===== config.mk =====
export PLATFORM = sky130hd
export DESIGN_NAME = wb_host_initiator
export DESIGN_NICKNAME = d
export VERILOG_FILES = /design/src/rtl/wb_host_initiator.sv
export SDC_FILE = /design/constraint.sdc
export NUM_CORES = 1
export LEC_CHECK = 0
export CAP_MARGIN = 5
export CORE_ASPECT_RATIO = 1.2
export CORE_MARGIN = 2
export CORE_UTILIZATION = 50
export DETAILED_ROUTE_END_ITERATION = 12
export GPL_TIMING_DRIVEN = 0
export PLACE_DENSITY = 0.78
export SLEW_MARGIN = 20
export SYNTH_ARGS = -nofsm -noshare
export SYNTH_HDL_FRONTEND = slang
export SYNTH_SLANG_ARGS = --single-unit
export TNS_END_PERCENT = 100

===== constraint.sdc =====
create_clock -name wb_clk_i -period 6.3 [get_ports wb_clk_i]
set_input_delay 0.63 -clock wb_clk_i [delete_from_list [all_inputs] [get_ports wb_clk_i]]
set_output_delay 0.63 -clock wb_clk_i [all_outputs]
set_load 0.01 [all_outputs]

===== src/rtl/wb_host_initiator.sv =====
// wb_host_initiator
//   Wishbone classic-cycle initiator fed by a command/response stream.
//   Commands are queued in a pointer-based FIFO and executed one bus cycle
//   at a time with an ack timeout; responses leave in command order.
//
// Ports
//   wb_clk_i, wb_rst_ni          clock, synchronous active-low reset
//   cmd_valid/ready/we/adr/dat/sel  command stream (push on valid && ready)
//   rsp_valid/ready/dat/err/we      response stream (pop on valid && ready)
//   wbm_cyc_o/stb_o/we_o/adr_o/dat_o/sel_o  Wishbone initiator outputs
//   wbm_dat_i, wbm_ack_i          Wishbone responder inputs
//   busy                          FIFO non-empty or FSM not idle
//
// state | meaning
// ------+------------------------------------------------------------
// IDLE  | waiting for a queued command; pops the FIFO head on entry to BUS
// BUS   | cyc/stb high, waiting for ack or timeout
// RSP   | response presented, waiting for rsp_ready
// GAP   | enforced bus-idle time before the next command
module wb_host_initiator #(
    parameter int FIFO_DEPTH = 4,
    parameter int TIMEOUT    = 16,
    parameter int IDLE_GAP   = 2
) (
    input  logic        wb_clk_i,
    input  logic        wb_rst_ni,
    input  logic        cmd_valid,
    output logic        cmd_ready,
    input  logic        cmd_we,
    input  logic [31:0] cmd_adr,
    input  logic [31:0] cmd_dat,
    input  logic [3:0]  cmd_sel,
    output logic        rsp_valid,
    input  logic        rsp_ready,
    output logic [31:0] rsp_dat,
    output logic        rsp_err,
    output logic        rsp_we,
    output logic        wbm_cyc_o,
    output logic        wbm_stb_o,
    output logic        wbm_we_o,
    output logic [31:0] wbm_adr_o,
    output logic [31:0] wbm_dat_o,
    output logic [3:0]  wbm_sel_o,
    input  logic [31:0] wbm_dat_i,
    input  logic        wbm_ack_i,
    output logic        busy
);

    localparam int AW = $clog2(FIFO_DEPTH);
    localparam int GW = $clog2(IDLE_GAP + 1);

    typedef struct packed {
        logic        we;
        logic [31:0] adr;
        logic [31:0] dat;
        logic [3:0]  sel;
    } cmd_t;

    typedef enum logic [1:0] {
        IDLE = 2'd0,
        GAP  = 2'd1,
        BUS  = 2'd2,
        RSP  = 2'd3
    } state_t;

    cmd_t          mem_q [FIFO_DEPTH];
    logic [AW:0]   wr_ptr_q, wr_ptr_d;
    logic [AW:0]   rd_ptr_q, rd_ptr_d;
    logic          rdy_en_q;
    logic          empty, full, push, pop;

    state_t        state_q, state_d;
    cmd_t          hold_q, hold_d;
    logic [7:0]    wait_q, wait_d;
    logic [GW-1:0] gap_q, gap_d;
    logic [31:0]   rsp_dat_q, rsp_dat_d;
    logic          rsp_err_q, rsp_err_d;

    // Extra pointer MSB distinguishes full from empty when the indices match.
    assign empty = (wr_ptr_q == rd_ptr_q);
    assign full  = (wr_ptr_q[AW] != rd_ptr_q[AW]) &&
                   (wr_ptr_q[AW-1:0] == rd_ptr_q[AW-1:0]);

    // rdy_en_q keeps cmd_ready low at and during reset, high from the first
    // edge after release.
    assign cmd_ready = rdy_en_q && !full;
    assign push      = cmd_valid && cmd_ready;
    assign pop       = (state_q == IDLE) && !empty;

    assign wr_ptr_d = push ? wr_ptr_q + 1'b1 : wr_ptr_q;
    assign rd_ptr_d = pop  ? rd_ptr_q + 1'b1 : rd_ptr_q;

    always_ff @(posedge wb_clk_i) begin
        if (push) begin
            mem_q[wr_ptr_q[AW-1:0]] <= '{we: cmd_we, adr: cmd_adr, dat: cmd_dat, sel: cmd_sel};
        end
    end

    always_ff @(posedge wb_clk_i) begin
        if (!wb_rst_ni) begin
            wr_ptr_q  <= '0;
            rd_ptr_q  <= '0;
            rdy_en_q  <= 1'b0;
            state_q   <= IDLE;
            hold_q    <= '0;
            wait_q    <= '0;
            gap_q     <= '0;
            rsp_dat_q <= '0;
            rsp_err_q <= 1'b0;
        end else begin
            wr_ptr_q  <= wr_ptr_d;
            rd_ptr_q  <= rd_ptr_d;
            rdy_en_q  <= 1'b1;
            state_q   <= state_d;
            hold_q    <= hold_d;
            wait_q    <= wait_d;
            gap_q     <= gap_d;
            rsp_dat_q <= rsp_dat_d;
            rsp_err_q <= rsp_err_d;
        end
    end

    always_comb begin
        state_d   = state_q;
        hold_d    = hold_q;
        wait_d    = wait_q;
        gap_d     = gap_q;
        rsp_dat_d = rsp_dat_q;
        rsp_err_d = rsp_err_q;
        unique case (state_q)
            IDLE: begin
                if (!empty) begin
                    hold_d  = mem_q[rd_ptr_q[AW-1:0]];
                    wait_d  = '0;
                    state_d = BUS;
                end
            end
            BUS: begin
                // Ack is only honoured here; ack wins over a coincident timeout.
                if (wbm_ack_i) begin
                    rsp_dat_d = hold_q.we ? 32'h0 : wbm_dat_i;
                    rsp_err_d = 1'b0;
                    state_d   = RSP;
                end else if (wait_q == 8'(TIMEOUT - 1)) begin
                    rsp_dat_d = 32'hFFFF_FFFF;
                    rsp_err_d = 1'b1;
                    state_d   = RSP;
                end else begin
                    wait_d = wait_q + 8'd1;
                end
            end
            RSP: begin
                // The RSP exit edge counts as the first gap cycle.
                if (rsp_ready) begin
                    if (IDLE_GAP > 1) begin
                        gap_d   = GW'(1);
                        state_d = GAP;
                    end else begin
                        state_d = IDLE;
                    end
                end
            end
            GAP: begin
                if (gap_q >= GW'(IDLE_GAP - 1)) begin
                    state_d = IDLE;
                end else begin
                    gap_d = gap_q + 1'b1;
                end
            end
            default: state_d = IDLE;
        endcase
    end

    assign wbm_cyc_o = (state_q == BUS);
    assign wbm_stb_o = (state_q == BUS);
    assign wbm_we_o  = hold_q.we;
    assign wbm_adr_o = hold_q.adr;
    assign wbm_dat_o = hold_q.dat;
    assign wbm_sel_o = hold_q.sel;

    assign rsp_valid = (state_q == RSP);
    assign rsp_dat   = rsp_dat_q;
    assign rsp_err   = rsp_err_q;
    assign rsp_we    = hold_q.we;

    assign busy = (state_q != IDLE) || !empty;

endmodule


# [After elaboration in Yosys (flattened, before gate mapping)]
# Memory sizes are Yosys's and may differ from the RTL's. A register that Yosys moved wholly into a read port is not among the register bits.
# Index checks and enable logic that the tools add are counted.
[op_classes] n_lt_le_gt_ge=1 reduce_logical=18 eq_ne=14 addsub=4 bitwise_logic=1 n_mux=20
[ops] operator="32-bit two-way mux" n=3
[ops] operator="8-bit two-way mux" n=3
[ops] operator="8-bit one-hot mux with 2 select lines" n=1
[ops] operator="2-bit two-way mux" n=6
[ops] operator="2-bit != test, second input constant" n=5
[ops] operator="8-bit by 1-bit adder with 8-bit output, second input constant" n=1
[ops] operator="8-bit by 4-bit == test with 1-bit output, second input constant" n=1
[ops] operator="2-bit one-hot mux with 4 select lines" n=1
[ops] operator="4-bit AND reduction" n=2
[ops] operator="2-bit nonzero test" n=4
[ops] operator="3-bit by 1-bit adder with 3-bit output, second input constant" n=2
[ops] operator="1-bit two-way mux" n=5
[ops] operator="2-bit == test, second input constant" n=2
[ops] operator="1-bit logical AND" n=4
[ops] operator="2-bit one-hot mux with 2 select lines" n=1
[ops] operator="2-bit AND reduction" n=2
[ops] operator="3-bit == test" n=1
[ops] operator="1-bit zero test" n=3
[ops] operator="3-bit by 1-bit != test with 1-bit output, second input constant" n=1
[ops] operator="3-bit AND reduction" n=1
[ops] operator="2-bit by 1-bit adder with 2-bit output, second input constant" n=1
[ops] operator="2-bit by 1-bit == test with 1-bit output, second input constant" n=1
[ops] operator="2-bit == test" n=1
[ops] operator="2-bit by 1-bit >= comparator with 1-bit output, second input constant" n=1
[ops] operator="other kinds (5)" n=5
[word_totals] ram_bits=276 mem_count=1 in_bits=106 reg_bits=52 word_cells=67 output_inout_bits=108
[memory_table] name="mem_q" depth=4 width=69 rd=1 rd_ports_with_merged_regs=1 wr=1 line="66" rtl="cmd_t mem_q [FIFO_DEPTH];"

# [Depth between registers and ports, before layout]
# Gate-level depths: netlist (run 1).
[logic_depth] word_depth=7 mapped_depth=8

# [Least setup slack after synthesis (run 1)]
# Ideal clock, no wire load.
[synth_timing] path_type="reg-to-reg" from="reg rd_ptr_q[1]" to="mem mem_q[3][0] (netlist name) (enable)" path_stages_with_launch=4 path_slack_ps=1256 synth_period_minus_slack_ps=5044 arrival_time_ps=4503 setup_time_ps=541 n_path_buf=1 path_cell_list="dfxtp_1 > buf_2 > xnor2_2 > a31oi_1"
[synth_between] elab_chain_len=7
[synth_rtl] item="start: declaration" line="68" rtl="logic [AW:0] rd_ptr_q, rd_ptr_d;"
[synth_rtl] item="start signal: assignment" line="112" rtl="rd_ptr_q <= rd_ptr_d;"
[synth_rtl] item="2-bit == test" line="82" rtl="(wr_ptr_q[AW-1:0] == rd_ptr_q[AW-1:0]);"
[synth_rtl] item="1-bit logical AND" line="81" rtl="assign full = (wr_ptr_q[AW] != rd_ptr_q[AW]) &&"
[synth_rtl] item="1-bit zero test" line="86" rtl="assign cmd_ready = rdy_en_q && !full;"
[synth_rtl] item="1-bit logical AND" line="86"
[synth_rtl] item="1-bit logical AND" line="87" rtl="assign push = cmd_valid && cmd_ready;"
[synth_rtl] item="1-bit two-way mux" line="94" rtl="if (push) begin"
[synth_rtl] item="1-bit two-way mux (implied by the code)" line="95" rtl="mem_q[wr_ptr_q[AW-1:0]] <= '{we: cmd_we, adr: cmd_adr, dat: cmd_dat, sel: cmd_sel};"
[synth_rtl] item="end: declaration" line="66"
# No other way between the ends.

# [Worst setup path in the final report (run 1)]
[layout_timing] from="reg rd_ptr_q[1]" to="out busy"
[layout_between] elab_chain_len=3
[layout_rtl] item="3-bit == test" line="80" rtl="assign empty = (wr_ptr_q == rd_ptr_q);"
[layout_rtl] item="1-bit zero test" line="186" rtl="assign busy = (state_q != IDLE) || !empty;"
[layout_rtl] item="1-bit logical OR" line="186"
[layout_rtl] item="end: declaration" line="46" rtl="output logic busy"
# No other way between the ends.

==> impl_metrics.tcl, run 1 <==
set metrics [dict create \
    synthMuxAreaShare 0.105 \
    max-slew-margin-rel 0.517 \
    cts_buffers 38 \
    pwr_density_cell_nw_per_um2 403 \
    synth_top_area_share 0.561 \
    io_pins 214 \
    use_met2 0.389 \
    dp_hpwl_um 21700 \
    fin_hold_ws_ns 0.453 \
    top_usage_layer "met2" \
    overflow 0 \
    ys_ff_latch 397 \
    cts_setup_buffers 0 \
    postSynthCellCount 903 \
    synth_cell_type_count 45 \
    fp-row-count 68 \
    area_delta_synth_final_pct 28.3 \
    met1_usage 0.264 \
    r2r_start "rd_ptr_q[1]" \
    regArea_um2 10700 \
    clock-skew-final_ns 0.0178 \
    vias 8786 \
    syn-num-nets 1016 \
    clk_latency_ns 0.53 \
    fp.coreArea_um2 28900 \
    yosysWarningCount 0 \
    fmaxAchievable_mhz 305 \
    hold_end "wbm_dat_o[5]" \
    synth_seq_area_share 0.725 \
    cts_resized 0 \
    wl_um 33300 \
    cp-start-kind "flop" \
    synth_compound_area_frac 0.0620 \
    gp_congestion 0.818 \
    power_uw 7640 \
    grt_pass1_vias 9203 \
    synth_most_common_cell "edfxtp_1" \
    multi_input_area_um2 3760 \
    port_buffers 213 \
    drtAntennaViolNets 0 \
    finalHoldViolCount 0 \
    peakVddDrop_uv 275 \
    drtIter0Drc 679 \
    drv_cap 0 \
    cts.htree.levels 2 \
    rr_worst_depth 5 \
    wl_per_cell_um 21.1 \
    antenna_found_initial 4 \
    yosys.area_share.adder 0.00593 \
    synth-xor-area-share 0.00576 \
    die-area_um2 31000 \
    min-delay-start "wbm_dat_o[5]" \
    cts_buffer_depth 3 \
    synth_top_family_by_area "multiplexers" \
    cts_tree "done" \
    synth_area_leaders "edfxtp_1, dfxtp_1, mux4_2" \
    p_sw_uw 2100 \
    die_h_um 192 \
    fp.dieW_um 161 \
    internal_power_uw 5540 \
    rrSetupSlack_ns 3.61 \
    firstDrtPassIters 5 \
    crit_type "reg -> out" \
    synth_edf_count 276 \
    root_buffer "clkbuf_16" \
    worst_slack_ns 3.02 \
    place_ws_ns 3.17 \
    status "complete, no violations" \
    cp.required_ns 5.67 \
    syn_area_per_cell_um2 16.4 \
    clk_pin_slew_ns 0.06 \
    finalSetupViolCount 0 \
    rsz0062_at_grt "false" \
    fin_nets 1276 \
    final.period_utilization 0.520 \
    grt_util_met3 0.0436 \
    ys_async_sr_fraction 0 \
    fin_crit_ns 3.28 \
    ys.flop_type "edfxtp_1" \
    start_util 0.511 \
    fillers 2015 \
    synth_area_um2 14800 \
    detail_route.vias_per_cell 5.56 \
    drive_gt1_frac 0.171 \
    clkPwrFrac 0.323 \
    crit_path_end_kind "output pin" \
    grt_usage 0.218 \
    reg2reg_to "mem_q[1][3]" \
    leakage_uw 0.00624 \
    yosysTopAreaCell "edfxtp_1" \
    timing.final.max_slew_violations 0 \
    grt_max_degree 46 \
    drcViolationCount 0 \
    cts-hold-fix-buffers 0 \
    synthTopCellsByCount "edfxtp_1, dfxtp_1, nand2_1" \
    cts_sinks 397 \
    power_frac_comb 0.255 \
    whs_path_depth 2 \
    pwr-share-seq 0.422 \
    switching_share 0.275 \
    worst_pin_slew_ns 0.725 \
    worst_ep_arrival_time_ns 2.65 \
    grt_pass1_wl_um 51400 \
    min_path_type "reg -> reg" \
    synth_simple_gate_area_share 0.0738 \
    cp_max_fo 8 \
]
[power by group through the flow]
stage               registers (uW)  clock network (uW)  logic (uW)
floorplan                     3340                   0         999
global placement              3270                   0        1910
detailed placement            3270                   0        1950
CTS                           3220                2500        1970
global route                  3250                2600        2110
finish                        3220                2470        1950
[registers in the layout (all words and copies together) (netlist names), 3 cells and up]
register   cells
rd_ptr_q       3
mem_q        276
wbm_dat_o     32
rsp_dat       32
wbm_adr_o     32
wr_ptr_q       3
wait_q         8
wbm_sel_o      4
[layout by cell type (no fill, tap or decap), drive strengths merged, types with 2 or more instances in the layout]
cell type	synthesis	layout
edfxtp	276	276
diode	0	2
mux4	69	69
nand2	81	81
nor2	6	6
clkinvlp	0	2
nor3	2	2
nor2b	32	32
o21a	2	2
clkdlybuf4s50	0	213
clkinv	0	9
nor4	2	2
o21ai	73	73
xnor2	7	7
nand2b	2	2
o211a	2	2
clkbuf	38	85
dfxtp	121	121
nand4b	4	4
nand3	75	75
a21oi	3	3
o31ai	3	3
o221a	32	32
and2	5	5
a31oi	2	2
bufinv	0	9
o311ai	2	2
inv	7	9
ha	7	7
and3	4	4
or4	2	2
nand3b	2	2
or3	3	3
buf	28	35
[per-stage QoR]
stage                      util  std cells  cell area, um2  setup TNS [ns]
after floorplan               -        903           14800               0
after global placement    0.601       1501           17400         -145.53
after detailed placement  0.608       1508           17600               0
after CTS                 0.655       1577           19000               0
after global routing      0.655       1577           19000               0
final                     0.656       1579           19000               0
[cells by family after synthesis]
logic type      Yosys count
flops                   397
xor+xnor                  8
compound gates          127
mux                      69
simple gates            222
buf+inv                  73
fa+ha+maj                 7
[worst max path at each step]
stage / startpoint / endpoint / slack (ns) / cells after the start
2_1_floorplan: rd_ptr_q[1] / mem_q[3][0] / 1.26 / 3
3_3_place_gp: rd_ptr_q[1] / mem_q[3][1] / -2.09 / 3
3_5_place_dp: wb_rst_ni / wbm_dat_o[12] / 3.17 / 6
4_1_cts: rd_ptr_q[1] / busy / 3.02 / 5
5_1_grt: rd_ptr_q[1] / busy / 2.98 / 5
6_report: rd_ptr_q[1] / busy / 3.02 / 5
[cell type report]
type | count | share of cell area
buffer | 66 | 0.0163
multi-input combinational | 433 | 0.198
antenna | 2 | 0.000264
clock buffer | 47 | 0.0526
clock inverter | 22 | 0.0194
timing repair buffer | 220 | 0.122
tap | 385 | 0.0254
inverter | 7 | 0.00139
sequential | 397 | 0.565
[per-layer routing]
metal	share of wire	wire length, um
met5	0.0012	40
met4	0.029	967
met3	0.061	2040
met2	0.51	17100
met1	0.40	13200
[critical path, stage by stage, from the launching register on]
cell and delay [ns]:
dfxtp_1 0.32, buf_2 0.22, xnor2_2 0.37, nand2_1 0.17, or4_1 0.50, clkdlybuf4s50_1 0.54
Power figures use the tool's default switching activity.
==> run 2: changes to the inputs <==
clock period = 3.3 ns   (was 6.3 ns; I/O delays follow)
==> impl_metrics.tcl, run 2 (synthesis results as in run 1) <==
set metrics [dict create \
    status "complete, no violations" \
    die_h_um 192 \
    path_cells "buf_2 > xnor2_2 > nand2_1 > or4_1 > clkdlybuf4s50_1" \
    fp.coreArea_um2 28900 \
    overflow 0 \
    rsz0062_at_grt "false" \
    multi_input_area_um2 3760 \
    finalHoldViolCount 0 \
    worst_pin_slew_ns 0.710 \
    port_buffers 213 \
    dpl-instance-area_um2 17600 \
    grt_pass1_vias 9089 \
    dpl.cell_count 1508 \
    grt_max_degree 48 \
    crit_path_end_kind "output pin" \
    cts_buffers 38 \
    root_buffer "clkbuf_16" \
    grt_pass1_wl_um 50200 \
    min-delay-start "wb_rst_ni" \
    cp_slowest_stage_delay_ns 0.51 \
    r2r_start "rd_ptr_q[1]" \
    timing.final.max_slew_violations 0 \
    fp-row-count 68 \
    cp_max_fo 8 \
    final_common_cell "edfxtp_1" \
    hold_end "rdy_en_q" \
    regArea_um2 10700 \
    fillers 2039 \
    peakVddDrop_uv 540 \
    final_util 0.655 \
    worst_ep_arrival_time_ns 2.55 \
    drive_gt1_frac 0.171 \
    cts.htree.levels 2 \
    clk_latency_ns 0.53 \
    fmaxAchievable_mhz 347 \
    cp.required_ns 2.97 \
    cp-start-kind "flop" \
    drv_cap 0 \
    cts_resized 0 \
    vias 8804 \
    dp_hpwl_um 21800 \
    detail_route.vias_per_cell 5.57 \
    wl_um 32900 \
    clk_pin_slew_ns 0.06 \
    firstDrtPassIters 4 \
    whs_path_depth 1 \
    rrSetupSlack_ns 0.59 \
    drcViolationCount 0 \
    antenna_found_initial 5 \
    rr_worst_depth 5 \
    drtIter0Drc 566 \
    cts_setup_buffers 0 \
    fin_crit_ns 2.88 \
    crit_type "reg -> out" \
    largest_reg_flops 276 \
    max-slew-margin-rel 0.527 \
    gp_congestion 0.788 \
    worst_slack_ns 0.415 \
    cts-hold-fix-buffers 0 \
    cts_sinks 397 \
    cp_slowest_cell "clkdlybuf4s50_1" \
    cts_tree "done" \
    cts_buffer_depth 3 \
    die-area_um2 31000 \
    place_ws_ns 0.499 \
    reg2reg_to "mem_q[1][6]" \
    clock-skew-final_ns 0.0162 \
    final_cells 1580 \
    wl_per_cell_um 20.8 \
    leakage_uw 0.00623 \
    fin_hold_ws_ns 0.319 \
    final.period_utilization 0.874 \
    finalSetupViolCount 0 \
    drtAntennaViolNets 0 \
    start_util 0.511 \
    io_pins 214 \
    layout_common_cells "edfxtp_1, clkdlybuf4s50_1, dfxtp_1" \
    min_path_type "in -> reg" \
    pwr_density_cell_nw_per_um2 762 \
    grt_usage 0.212 \
    area_delta_synth_final_pct 28.2 \
    finalInstanceArea_um2 18900 \
    fin_nets 1276 \
    fp.dieW_um 161 \
]
==> run 2: changes by cell type in the layout (fill, tap and decap cells not counted) <==
cell and delta:
buf_12 -1, buf_16 +1, clkbuf_8 +3, clkinv_4 -3, clkbuf_4 -1, bufinv_16 -2, clkbuf_1 -6, inv_6 +1
clkinvlp_4 +2, clkinv_1 +7
==> run 2: final cells by class <==
cell class                      instances  area share
Inverter                                7     0.00139
Antenna cell                            2    0.000264
Buffer                                 66      0.0163
Clock inverter                         27      0.0175
Tap cell                              385      0.0254
Timing Repair Buffer                  220       0.122
Sequential cell                       397       0.565
Multi-Input combinational cell        433       0.198
Clock buffer                           43      0.0533
==> run 2: through the flow <==
| stage | power (uW) | setup TNS [ns] |
|---|---|---|
| after floorplan | 8280 | 0 |
| after global placement | 9900 | -311.56 |
| after detailed placement | 9990 | 0 |
| after CTS | 14600 | 0 |
| after global routing | 15100 | 0 |
| final | 14400 | 0 |
==> run 2: power by group <==
part	switching, uW	leakage (uW)	internal, uW
clock	1830	0.000644	2760
sequential	299	0.00349	5840
combinational	1860	0.00209	1850
total	3990	0.00623	10500
==> run 2: worst max path at each step <==
stage	endpoint	slack, ns	from	depth (start not counted)
final	busy	0.42	rd_ptr_q[1]	5
after global routing	busy	0.34	rd_ptr_q[1]	5
after CTS	busy	0.37	rd_ptr_q[1]	5
after detailed placement	wbm_sel_o[0]	0.50	wb_rst_ni	6
after global placement	mem_q[0][7]	-1.45	cmd_valid	4
after floorplan	mem_q[1][0]	0.16	rd_ptr_q[1]	4
==> run 2: per-layer routing <==
metal  global-route usage  vias to the layer above  part of all wire  routed length, um
li1                     -                     4055                 -                  -
met1                0.263                     4362              0.40              13100
met2                0.370                      319              0.50              16600
met3               0.0481                       62             0.068               2230
met4               0.0738                        6             0.028                907
met5                    0                        -            0.0013                 44
==> run 2: critical path, delay by kind of cell, from the launching register on <==
kind,cells,cell delay [ns]
buf+inv,2,0.73
simple gates,2,0.62
xor+xnor,1,0.37
flops,1,0.32
==> run 3: changes to the inputs <==
CTS_CLUSTER_SIZE = 28   (was default)
==> results of run 3 <==
Same layout as run 2: the final DEF is identical, and so are final timing and power.
